--- config.mk ---
export PLATFORM = sky130hd
export DESIGN_NAME = vga_rx_flat
export DESIGN_NICKNAME = d
export VERILOG_FILES = /design/src/rtl/vga_rx_if.sv /design/src/rtl/vga_rx.sv /design/src/flat_wrapper.sv
export SDC_FILE = /design/constraint.sdc
export NUM_CORES = 1
export LEC_CHECK = 0
export CORE_MARGIN = 2
export CORE_UTILIZATION = 50
export DETAILED_ROUTE_END_ITERATION = 7
export HOLD_SLACK_MARGIN = 0.02
export PLACE_DENSITY = 0.73
export SYNTH_ARGS = -nofsm -noshare
export SYNTH_HDL_FRONTEND = slang
export SYNTH_SLANG_ARGS = --single-unit
--- constraint.sdc ---
create_clock -name clk -period 9.6 [get_ports clk]
set_input_delay 1.44 -clock clk [delete_from_list [all_inputs] [get_ports clk]]
set_output_delay 1.44 -clock clk [all_outputs]
set_load 0.005 [all_outputs]
--- src/rtl/vga_rx_if.sv ---
// Video port bundle for vga_rx: sync/colour towards the receiver and
// decoded pixel stream plus lock status back from it.
`timescale 1ns/1ps
interface vga_rx_if;
    logic        hs;
    logic        vs;
    logic [3:0]  r;
    logic [3:0]  g;
    logic [3:0]  b;
    logic [11:0] pixel;
    logic        pix_valid;
    logic [9:0]  pix_x;
    logic [8:0]  pix_y;
    logic        sof;
    logic        eol;
    logic        locked;
    logic        err;

    modport master (
        output hs, vs, r, g, b,
        input  pixel, pix_valid, pix_x, pix_y, sof, eol, locked, err
    );

    modport slave (
        input  hs, vs, r, g, b,
        output pixel, pix_valid, pix_x, pix_y, sof, eol, locked, err
    );
endinterface

--- src/rtl/vga_rx.sv ---
// VGA receiver: registers sync/colour once, derives line/frame counters from
// sync edge spacing, locks onto the expected geometry and emits active pixels.
`timescale 1ns/1ps
module vga_rx #(
    parameter int H_TOTAL     = 800,
    parameter int V_TOTAL     = 524,
    parameter int H_ACT_START = 144,
    parameter int H_ACT       = 640,
    parameter int V_ACT_START = 32,
    parameter int V_ACT       = 480
) (
    input  logic     clk,
    input  logic     rst_n,
    vga_rx_if.slave  vif
);
    localparam logic [9:0] CNT_MAX = 10'd1023;
    localparam logic [9:0] H_LAST  = 10'(H_TOTAL - 1);
    localparam logic [9:0] V_LAST  = 10'(V_TOTAL - 1);
    localparam logic [9:0] HA_LO   = 10'(H_ACT_START);
    localparam logic [9:0] HA_HI   = 10'(H_ACT_START + H_ACT - 1);
    localparam logic [9:0] VA_LO   = 10'(V_ACT_START);
    localparam logic [9:0] VA_HI   = 10'(V_ACT_START + V_ACT - 1);

    typedef enum logic [1:0] {SEARCH, CHECK, LOCKED} state_t;

    state_t      r_state, w_state_next;
    logic        r_hs1, r_vs1, r_hs_prev, r_vs_at_ls;
    logic [11:0] r_rgb1;
    logic [9:0]  r_hcnt, r_vcnt, w_hcnt, w_vcnt, w_x;
    logic [8:0]  w_y;
    logic        r_seen_line, r_seen_frame;
    logic        w_line_start, w_frame_start, w_line_bad, w_frame_bad;
    logic        w_mismatch, w_err, w_active, w_valid;
    logic [11:0] r_pixel;
    logic [9:0]  r_pix_x;
    logic [8:0]  r_pix_y;
    logic        r_pix_valid, r_sof, r_eol, r_locked, r_err;

    // Stage 1: sync history resets high so a held-high input never looks like an edge
    always_ff @(posedge clk or negedge rst_n) begin
        if (!rst_n) begin
            r_hs1     <= 1'b1;
            r_vs1     <= 1'b1;
            r_hs_prev <= 1'b1;
            r_rgb1    <= '0;
        end else begin
            r_hs1     <= vif.hs;
            r_vs1     <= vif.vs;
            r_hs_prev <= r_hs1;
            r_rgb1    <= {vif.r, vif.g, vif.b};
        end
    end

    always_comb begin
        w_line_start  = r_hs_prev & ~r_hs1;
        w_frame_start = w_line_start & ~r_vs1 & r_vs_at_ls;
        if (w_line_start)
            w_hcnt = '0;
        else
            w_hcnt = (r_hcnt == CNT_MAX) ? CNT_MAX : r_hcnt + 10'd1;
        if (!w_line_start)
            w_vcnt = r_vcnt;
        else if (w_frame_start)
            w_vcnt = '0;
        else
            w_vcnt = (r_vcnt == CNT_MAX) ? CNT_MAX : r_vcnt + 10'd1;
        // Saturation counts once, on the sample that first reaches the limit
        w_line_bad  = (w_line_start && r_seen_line && (r_hcnt != H_LAST)) ||
                      (!w_line_start && (r_hcnt == CNT_MAX - 10'd1));
        w_frame_bad = (w_frame_start && r_seen_frame && (r_vcnt != V_LAST)) ||
                      (w_line_start && !w_frame_start && (r_vcnt == CNT_MAX - 10'd1));
        w_mismatch  = w_line_bad | w_frame_bad;
    end

    always_comb begin
        w_state_next = r_state;
        w_err        = 1'b0;
        case (r_state)
            SEARCH: if (w_frame_start) w_state_next = CHECK;
            CHECK: begin
                if (w_mismatch)         w_state_next = SEARCH;
                else if (w_frame_start) w_state_next = LOCKED;
            end
            LOCKED: begin
                if (w_mismatch) begin
                    w_state_next = SEARCH;
                    w_err        = 1'b1;
                end
            end
            default: w_state_next = SEARCH;
        endcase
    end

    always_ff @(posedge clk or negedge rst_n) begin
        if (!rst_n) begin
            r_state      <= SEARCH;
            r_hcnt       <= CNT_MAX;
            r_vcnt       <= CNT_MAX;
            r_vs_at_ls   <= 1'b1;
            r_seen_line  <= 1'b0;
            r_seen_frame <= 1'b0;
        end else begin
            r_state      <= w_state_next;
            r_hcnt       <= w_hcnt;
            r_vcnt       <= w_vcnt;
            if (w_line_start) r_vs_at_ls <= r_vs1;
            r_seen_line  <= r_seen_line | w_line_start;
            r_seen_frame <= r_seen_frame | w_frame_start;
        end
    end

    // Gating on the next state drops pix_valid in the very cycle err fires
    always_comb begin
        w_active = (w_hcnt >= HA_LO) && (w_hcnt <= HA_HI) &&
                   (w_vcnt >= VA_LO) && (w_vcnt <= VA_HI);
        w_valid  = w_active && (w_state_next == LOCKED);
        w_x      = w_hcnt - HA_LO;
        w_y      = w_vcnt[8:0] - VA_LO[8:0];
    end

    always_ff @(posedge clk or negedge rst_n) begin
        if (!rst_n) begin
            r_pixel     <= '0;
            r_pix_x     <= '0;
            r_pix_y     <= '0;
            r_pix_valid <= 1'b0;
            r_sof       <= 1'b0;
            r_eol       <= 1'b0;
            r_locked    <= 1'b0;
            r_err       <= 1'b0;
        end else begin
            r_pix_valid <= w_valid;
            r_sof       <= w_valid && (w_x == '0) && (w_y == '0);
            r_eol       <= w_valid && (w_hcnt == HA_HI);
            r_locked    <= (w_state_next == LOCKED);
            r_err       <= w_err;
            if (w_valid) begin
                r_pixel <= r_rgb1;
                r_pix_x <= w_x;
                r_pix_y <= w_y;
            end
        end
    end

    assign vif.pixel     = r_pixel;
    assign vif.pix_valid = r_pix_valid;
    assign vif.pix_x     = r_pix_x;
    assign vif.pix_y     = r_pix_y;
    assign vif.sof       = r_sof;
    assign vif.eol       = r_eol;
    assign vif.locked    = r_locked;
    assign vif.err       = r_err;
endmodule

--- src/flat_wrapper.sv ---
// flat-port wrapper written by rule: the top's interface ports become plain ports
module vga_rx_flat 
#(
    parameter int H_TOTAL     = 800,
    parameter int V_TOTAL     = 524,
    parameter int H_ACT_START = 144,
    parameter int H_ACT       = 640,
    parameter int V_ACT_START = 32,
    parameter int V_ACT       = 480
)
  (clk, rst_n, vif_hs, vif_vs, vif_r, vif_g, vif_b, vif_pixel, vif_pix_valid, vif_pix_x, vif_pix_y, vif_sof, vif_eol, vif_locked, vif_err);
  vga_rx_if vif_i ();
  input  logic clk;
  input  logic rst_n;
  input wire logic [$bits(vif_i.hs)-1:0] vif_hs;
  input wire logic [$bits(vif_i.vs)-1:0] vif_vs;
  input wire logic [$bits(vif_i.r)-1:0] vif_r;
  input wire logic [$bits(vif_i.g)-1:0] vif_g;
  input wire logic [$bits(vif_i.b)-1:0] vif_b;
  output wire logic [$bits(vif_i.pixel)-1:0] vif_pixel;
  output wire logic [$bits(vif_i.pix_valid)-1:0] vif_pix_valid;
  output wire logic [$bits(vif_i.pix_x)-1:0] vif_pix_x;
  output wire logic [$bits(vif_i.pix_y)-1:0] vif_pix_y;
  output wire logic [$bits(vif_i.sof)-1:0] vif_sof;
  output wire logic [$bits(vif_i.eol)-1:0] vif_eol;
  output wire logic [$bits(vif_i.locked)-1:0] vif_locked;
  output wire logic [$bits(vif_i.err)-1:0] vif_err;
  assign vif_i.hs = vif_hs;
  assign vif_i.vs = vif_vs;
  assign vif_i.r = vif_r;
  assign vif_i.g = vif_g;
  assign vif_i.b = vif_b;
  assign vif_pixel = vif_i.pixel;
  assign vif_pix_valid = vif_i.pix_valid;
  assign vif_pix_x = vif_i.pix_x;
  assign vif_pix_y = vif_i.pix_y;
  assign vif_sof = vif_i.sof;
  assign vif_eol = vif_i.eol;
  assign vif_locked = vif_i.locked;
  assign vif_err = vif_i.err;
  vga_rx #(.H_TOTAL(H_TOTAL), .V_TOTAL(V_TOTAL), .H_ACT_START(H_ACT_START), .H_ACT(H_ACT), .V_ACT_START(V_ACT_START), .V_ACT(V_ACT)) u_core (.clk(clk), .rst_n(rst_n), .vif(vif_i));
endmodule
---- Word level (Yosys, flattened, before mapping) ----
Index checks and enable logic that the tools add are counted.
W data, S select, Z words.
storage, ports and cells
  memories kept ........................... 0
  bits of input ports ..................... 16
  RAM bits ................................ 0
  word-level logic and storage cells ...... 77
  latch bits .............................. 0
  register bits ........................... 76
  memory bits (read-only) ................. 0
operators by class
  magnitude comparators ................... 4
  shifts and indexed selects .............. 0
  div/mod/pow operators ................... 0
  eq/ne operators ......................... 10
  $mul .................................... 0
  reductions and logical operators ........ 21
  bitwise operators ....................... 8
  add/subtract/negate cells ............... 4
  multiplexer cells ....................... 12
operator list
  cell                     count
  $eq A10 B10 Y1 const B   5
  $mux W10                 5
  $add A10 B1 Y10 const B  2
  $ne A10 B10 Y1 const B   2
  $logic_and A1 B1 Y1      14
  $ge A10 B6 Y1 const B    1
  $ge A10 B8 Y1 const B    1
  $le A10 B10 Y1 const B   1
  $le A10 B9 Y1 const B    1
  $logic_not A10 Y1        1
  $sub A10 B8 Y10 const B  1
  $logic_not A9 Y1         1
  $sub A9 B6 Y9 const B    1
  $mux W2                  4
  $pmux W2 S3              1
  $eq A2 B2 Y1 const B     2
  $and A1 B1 Y1            3
  $or A1 B1 Y1             3
  $eq A2 B1 Y1 const B     1
  $logic_not A1 Y1         2
  $logic_not A2 Y1         1
  $logic_or A1 B1 Y1       2
  $mux W1                  2
  $not A1 Y1               2

---- Longest topological paths before layout ----
  depth after elaboration ................. 15
  depth in mapped cells ................... 14

---- Worst setup path before layout ----
Ideal clock, no wire load.
  path kind ............................... reg2reg
  from .................................... register u_core.r_hcnt[0]
  to ...................................... register u_core.r_pix_x[0] (netlist: u_core.vif.pix_x[0])
  data required time ...................... 9475 ps
  setup time .............................. 125 ps
  arrival ................................. 2890 ps
  path slack .............................. 6585 ps
  stages on the path, launching flop included .. 15
  cell sequence ........................... dfstp_2 -> ha_1 -> clkbuf_1 -> and3_1 -> clkbuf_1 -> nand3_1 -> nand2_1 -> nand2_1 -> ha_1 -> o21a_1 -> nor2_1 -> a211o_1 -> nand4_4 -> buf_6 -> mux2_4
on the way
  word-level cells in the longest chain between the ends .. 8
  elaborated cells on any way between the ends .. 21
  classes of those cells .................. add/sub: 2; order compare: 2; eq/ne: 4; mux: 5; bitwise: 1; reduce/logical: 7
RTL lines
  what                                                 line                          RTL
  start, declared                                      vga_rx.sv:29                  logic [9:0] r_hcnt, r_vcnt, w_hcnt, w_vcnt, w_x;
  start signal, assigned                               vga_rx.sv:104                 r_hcnt <= w_hcnt;
  $add A10 B1 Y10 (tied with other cells)              vga_rx.sv:60                  w_hcnt = (r_hcnt == CNT_MAX) ? CNT_MAX : r_hcnt + 10'd1;
  $mux W10 (tied with other cells)                     vga_rx.sv:60
  $mux W10 or $logic_or A1 B1 Y1 (tied branches)       vga_rx.sv:57, vga_rx.sv:68
  $ge A10 B8 Y1 (tied with other cells)                vga_rx.sv:114                 w_active = (w_hcnt >= HA_LO) && (w_hcnt <= HA_HI) &&
  $logic_and A1 B1 Y1 (tied with other cells)          vga_rx.sv:114
  $logic_and A1 B1 Y1 or $pmux W2 S3 (tied branches)   vga_rx.sv:114, vga_rx.sv:78
  $logic_and A1 B1 Y1 or $eq A2 B2 Y1 (tied branches)  vga_rx.sv:115, vga_rx.sv:116
  $logic_and A1 B1 Y1                                  vga_rx.sv:116                 w_valid = w_active && (w_state_next == LOCKED);
  end signal, assigned                                 vga_rx.sv:139                 r_pix_x <= w_x;
  end, declared                                        vga_rx.sv:35                  logic [9:0] r_pix_x;
Parallel ways exist; a longest one is shown, timed or not.
A chain may end at the register's enable or synchronous reset.

---- Final worst setup path ----
  from .................................... register u_core.r_hcnt[0]
  to ...................................... register u_core.r_pixel[3] (netlist: u_core.vif.pixel[3])
on the way
  word-level cells in the longest chain between the ends .. 8
  elaborated cells on any way between the ends .. 20
  classes of those cells .................. add/sub: 1; order compare: 2; eq/ne: 4; mux: 5; bitwise: 1; reduce/logical: 7
RTL lines
  what                                                 line                          RTL
  $add A10 B1 Y10 (tied with other cells)              vga_rx.sv:60
  $mux W10 (tied with other cells)                     vga_rx.sv:60
  $mux W10 or $logic_or A1 B1 Y1 (tied branches)       vga_rx.sv:57, vga_rx.sv:68
  $ge A10 B8 Y1 (tied with other cells)                vga_rx.sv:114
  $logic_and A1 B1 Y1 (tied with other cells)          vga_rx.sv:114
  $logic_and A1 B1 Y1 or $pmux W2 S3 (tied branches)   vga_rx.sv:114, vga_rx.sv:78
  $logic_and A1 B1 Y1 or $eq A2 B2 Y1 (tied branches)  vga_rx.sv:115, vga_rx.sv:116
  $logic_and A1 B1 Y1 *                                vga_rx.sv:116
  end signal, assigned                                 vga_rx.sv:138                 r_pixel <= r_rgb1;
  end, declared                                        vga_rx.sv:34                  logic [11:0] r_pixel;
Every way passes the cells marked *; elsewhere a longest branch is shown, timed or not.

==> qor.csv <==
metric,value,unit
status,completed,
number of synthesized flops with an enable pin,0,
DP Wirelength,4.84,mm
CTS tree,yes,
async set-reset flop share out of synthesis,1.00,
min setup slack post-route,5.84,ns
Tcrit/Tclk final,0.391,
RSZ-0062 raised after global routing,no,
PostCTS Resize Cnt,0,
CTS Hold Bufs,0,
# DRC,0,
Skew-Pair Late Insertion Delay,0.34,ns
Yosys cell types,48,
crit path max fanout,34,
die width,88.9,microns
initial detailed-routing violation count,219,
Overflow after GRT,0,
H-Tree Depth,3,
Crit-path slowest cell,nand4_4,
max cap viols,0,
Vias/cell,5.62,
relative slew slack,0.392,
TritonCTS buffer count,9,
Seq cells post-synth,76,
"Arr. time, crit path",3.98,ns
GRT Resource Usage Total,0.203,
first-pass GRT wire length,12.2,mm
nets@finish,369,
number of antenna-violating nets in the routed design,0,
final core occ,0.628,
die area,0.00791,sq mm
final hold violation count,0,
Final TNS setup,0,ns
Hold Path Class,flop to flop,
Worst EP required,9.82,ns
n_diodes,0,
root buf cell,clkbuf_8,
final wirelength,7.18,mm
fill cell count,535,
Final min period,3.76,ns
WL/cell,16.1,microns
"Reg clk slew, reported paths",0.08,ns
r2r setup slk,5.84,ns
I/O Pins,52,
Setup CP Type,flop to flop,
fmax,266,MHz
Core Area,0.00687,sq mm
DRT Pass-1 Iters,4,
total number of vias,2511,
Syn. warnings,0,
FF/Latch Area,0.00193,sq mm
crit end category,flop,
multi-input logic area,0.00152,sq mm
Worst setup SP type,flop,
largest stage delay on the critical path,0.65,ns
crit path buf inv count,0,
CP cell instances,"ha_1, and3_1, nand3_1, nand2_1, nand2_1, ha_1, o21a_1, nor2_1, a211o_1, nand4_4, mux2_4",
ys flop type,dfrtp_1,
dpl ws,5.88,ns
# setup viols final,0,
Area Growth Syn to Fin,19.6,%
die height,88.9,microns
Peak supply drop,114,uV
RePlAce Congestion,0.847,
"top cells by area, synth","dfrtp_1 (36%), dfstp_2 (17%), mux2_4 (10%)",
Power Density,156,mW/mm^2
Synth Cell Area,0.00361,sq mm
# clock sinks,76,
"area leader, netlist",dfrtp_1,
post-synth top area share,0.361,
Final Max Tran Viols,0,
fraction of layout cells with a size suffix above 1,0.214,
Least-Margin Pin Slew,0.907,ns
row count,30,
Syn Area/Cell,12.0,sq um
clk buf depth,2,
Gate Count Post-Synth,301,
pin count of the biggest net entering global routing,77,
Pleak,1.88,nW
post-synthesis sequential area ratio,0.536,
Post-Synthesis Net Count,324,
Layout Skew,0.00679,ns
Post-CTS Setup Inserts,0,
initial antenna violation count,0,
vias in the first global route,2447,
count of input and output buffers,51,
"Largest delay share family, worst path",simple AND/OR/NAND/NOR gates,
Initial Util,0.525,
-- cells in the mapped netlist (3+ instances only) --
library cell / n
a211oi_1: 9
a21oi_1: 12
a31oi_1: 12
a41oi_1: 4
and2_1: 3
and3_1: 7
and4_1: 4
buf_2: 7
buf_6: 3
clkbuf_1: 6
dfrtp_1: 52
dfstp_2: 24
ha_1: 7
inv_1: 15
mux2_2: 4
mux2_4: 24
mux2i_1: 3
nand2_1: 16
nand2b_1: 8
nand3_1: 9
nand4_1: 6
nor2_1: 11
nor3_1: 10
nor4_1: 4
o21ai_0: 5
xnor2_1: 4
xor2_1: 4
-- cells in the final DEF, fill, tap and decap left out, types with 5 or more instances in the layout --
cell / count
ha_1: 7
dfstp_2: 24
and3_1: 7
a31oi_1: 12
clkdlybuf4s50_1: 50
nand2_1: 16
inv_1: 15
nor2_1: 11
mux2_4: 24
dfrtp_1: 52
nand3_1: 9
a21oi_1: 12
nor3_1: 10
a211oi_1: 9
o21ai_0: 5
clkbuf_8: 9
nand4_1: 6
nand2b_1: 8
-- state kept, by name, indices dropped and copies added, names as in the netlist --
signal / cells
u_core.vif.err: 1
u_core.vif.pix_y: 9
u_core.r_state: 2
u_core.r_hs1: 1
u_core.vif.locked: 1
u_core.vif.sof: 1
u_core.r_vs1: 1
u_core.r_rgb1: 12
u_core.r_hcnt: 10
u_core.r_seen_frame: 1
u_core.vif.pixel: 12
u_core.vif.eol: 1
u_core.r_hs_prev: 1
u_core.r_seen_line: 1
u_core.vif.pix_valid: 1
u_core.vif.pix_x: 10
u_core.r_vcnt: 10
u_core.r_vs_at_ls: 1
-- per-layer routing --
metal | track usage | share of wire | wire (microns) | up-vias
met5 | 0 | 0 | 0 | -
met4 | 0.0665 | 0.014 | 103 | 0
met3 | 0.0628 | 0.061 | 438 | 13
met2 | 0.288 | 0.45 | 3260 | 97
met1 | 0.298 | 0.47 | 3380 | 1216
li1 | - | - | - | 1185
-- path summary, 6_finish.rpt --
path	cells after the start	to	start
min reg2reg	0	u_core.r_hs_prev	u_core.r_hs1
max in group asynchronous	1	u_core.vif.pixel[5]	rst_n
max	11	u_core.vif.pixel[3]	u_core.r_hcnt[0]
min in group asynchronous	1	u_core.vif.pix_y[4]	rst_n
max reg2reg	11	u_core.vif.pixel[3]	u_core.r_hcnt[0]
min	0	u_core.r_hs_prev	u_core.r_hs1
-- stage by stage --
stage                     instances  instance area (sq um)  power, mW  hold slack [ns]
after floorplan                 301                   3610      0.433            0.358
after global placement          431                   4140      0.460            0.364
after detailed placement        431                   4140      0.464            0.368
after CTS                       447                   4310      0.678            0.378
after global routing            447                   4310      0.706            0.388
final                           447                   4310      0.673            0.375
-- where the power goes --
part	total, mW	switching [mW]	internal (mW)
registers	0.382	0.0301	0.352
clock network	0.213	0.119	0.0944
logic	0.0777	0.0466	0.0311
-- worst register-to-register path, delay by kind of cell (launching register included) --
kind	cells	cell delay [ns]
flip-flops	1	0.59
AND/OR/NAND/NOR	6	1.55
multiplexers	1	0.56
AO/OA/AOI/OAI	2	0.34
adder cells (fa/ha/maj)	2	0.58
-- final cells by class --
class | count | share of cell area
inverters | 15 | 0.0131
well taps | 96 | 0.0279
repair buffers | 52 | 0.120
clock buffers | 11 | 0.0305
flip-flops and latches | 76 | 0.448
clock inverters | 5 | 0.00899
multi-input cells | 192 | 0.352
-- cell families (layout without fill, tap and decap cells) --
logic type      count (synthesis)  in the layout  share of synthesized area
compound gates                 57             57                      0.117
mux                            31             31                      0.121
xor+xnor                        8              8                     0.0194
flops                          76             76                      0.536
fa+ha+maj                       7              7                     0.0243
simple gates                   89             89                      0.139
buf+inv                        33             83                     0.0434
Note: power is estimated with default switching activity, not from simulation.
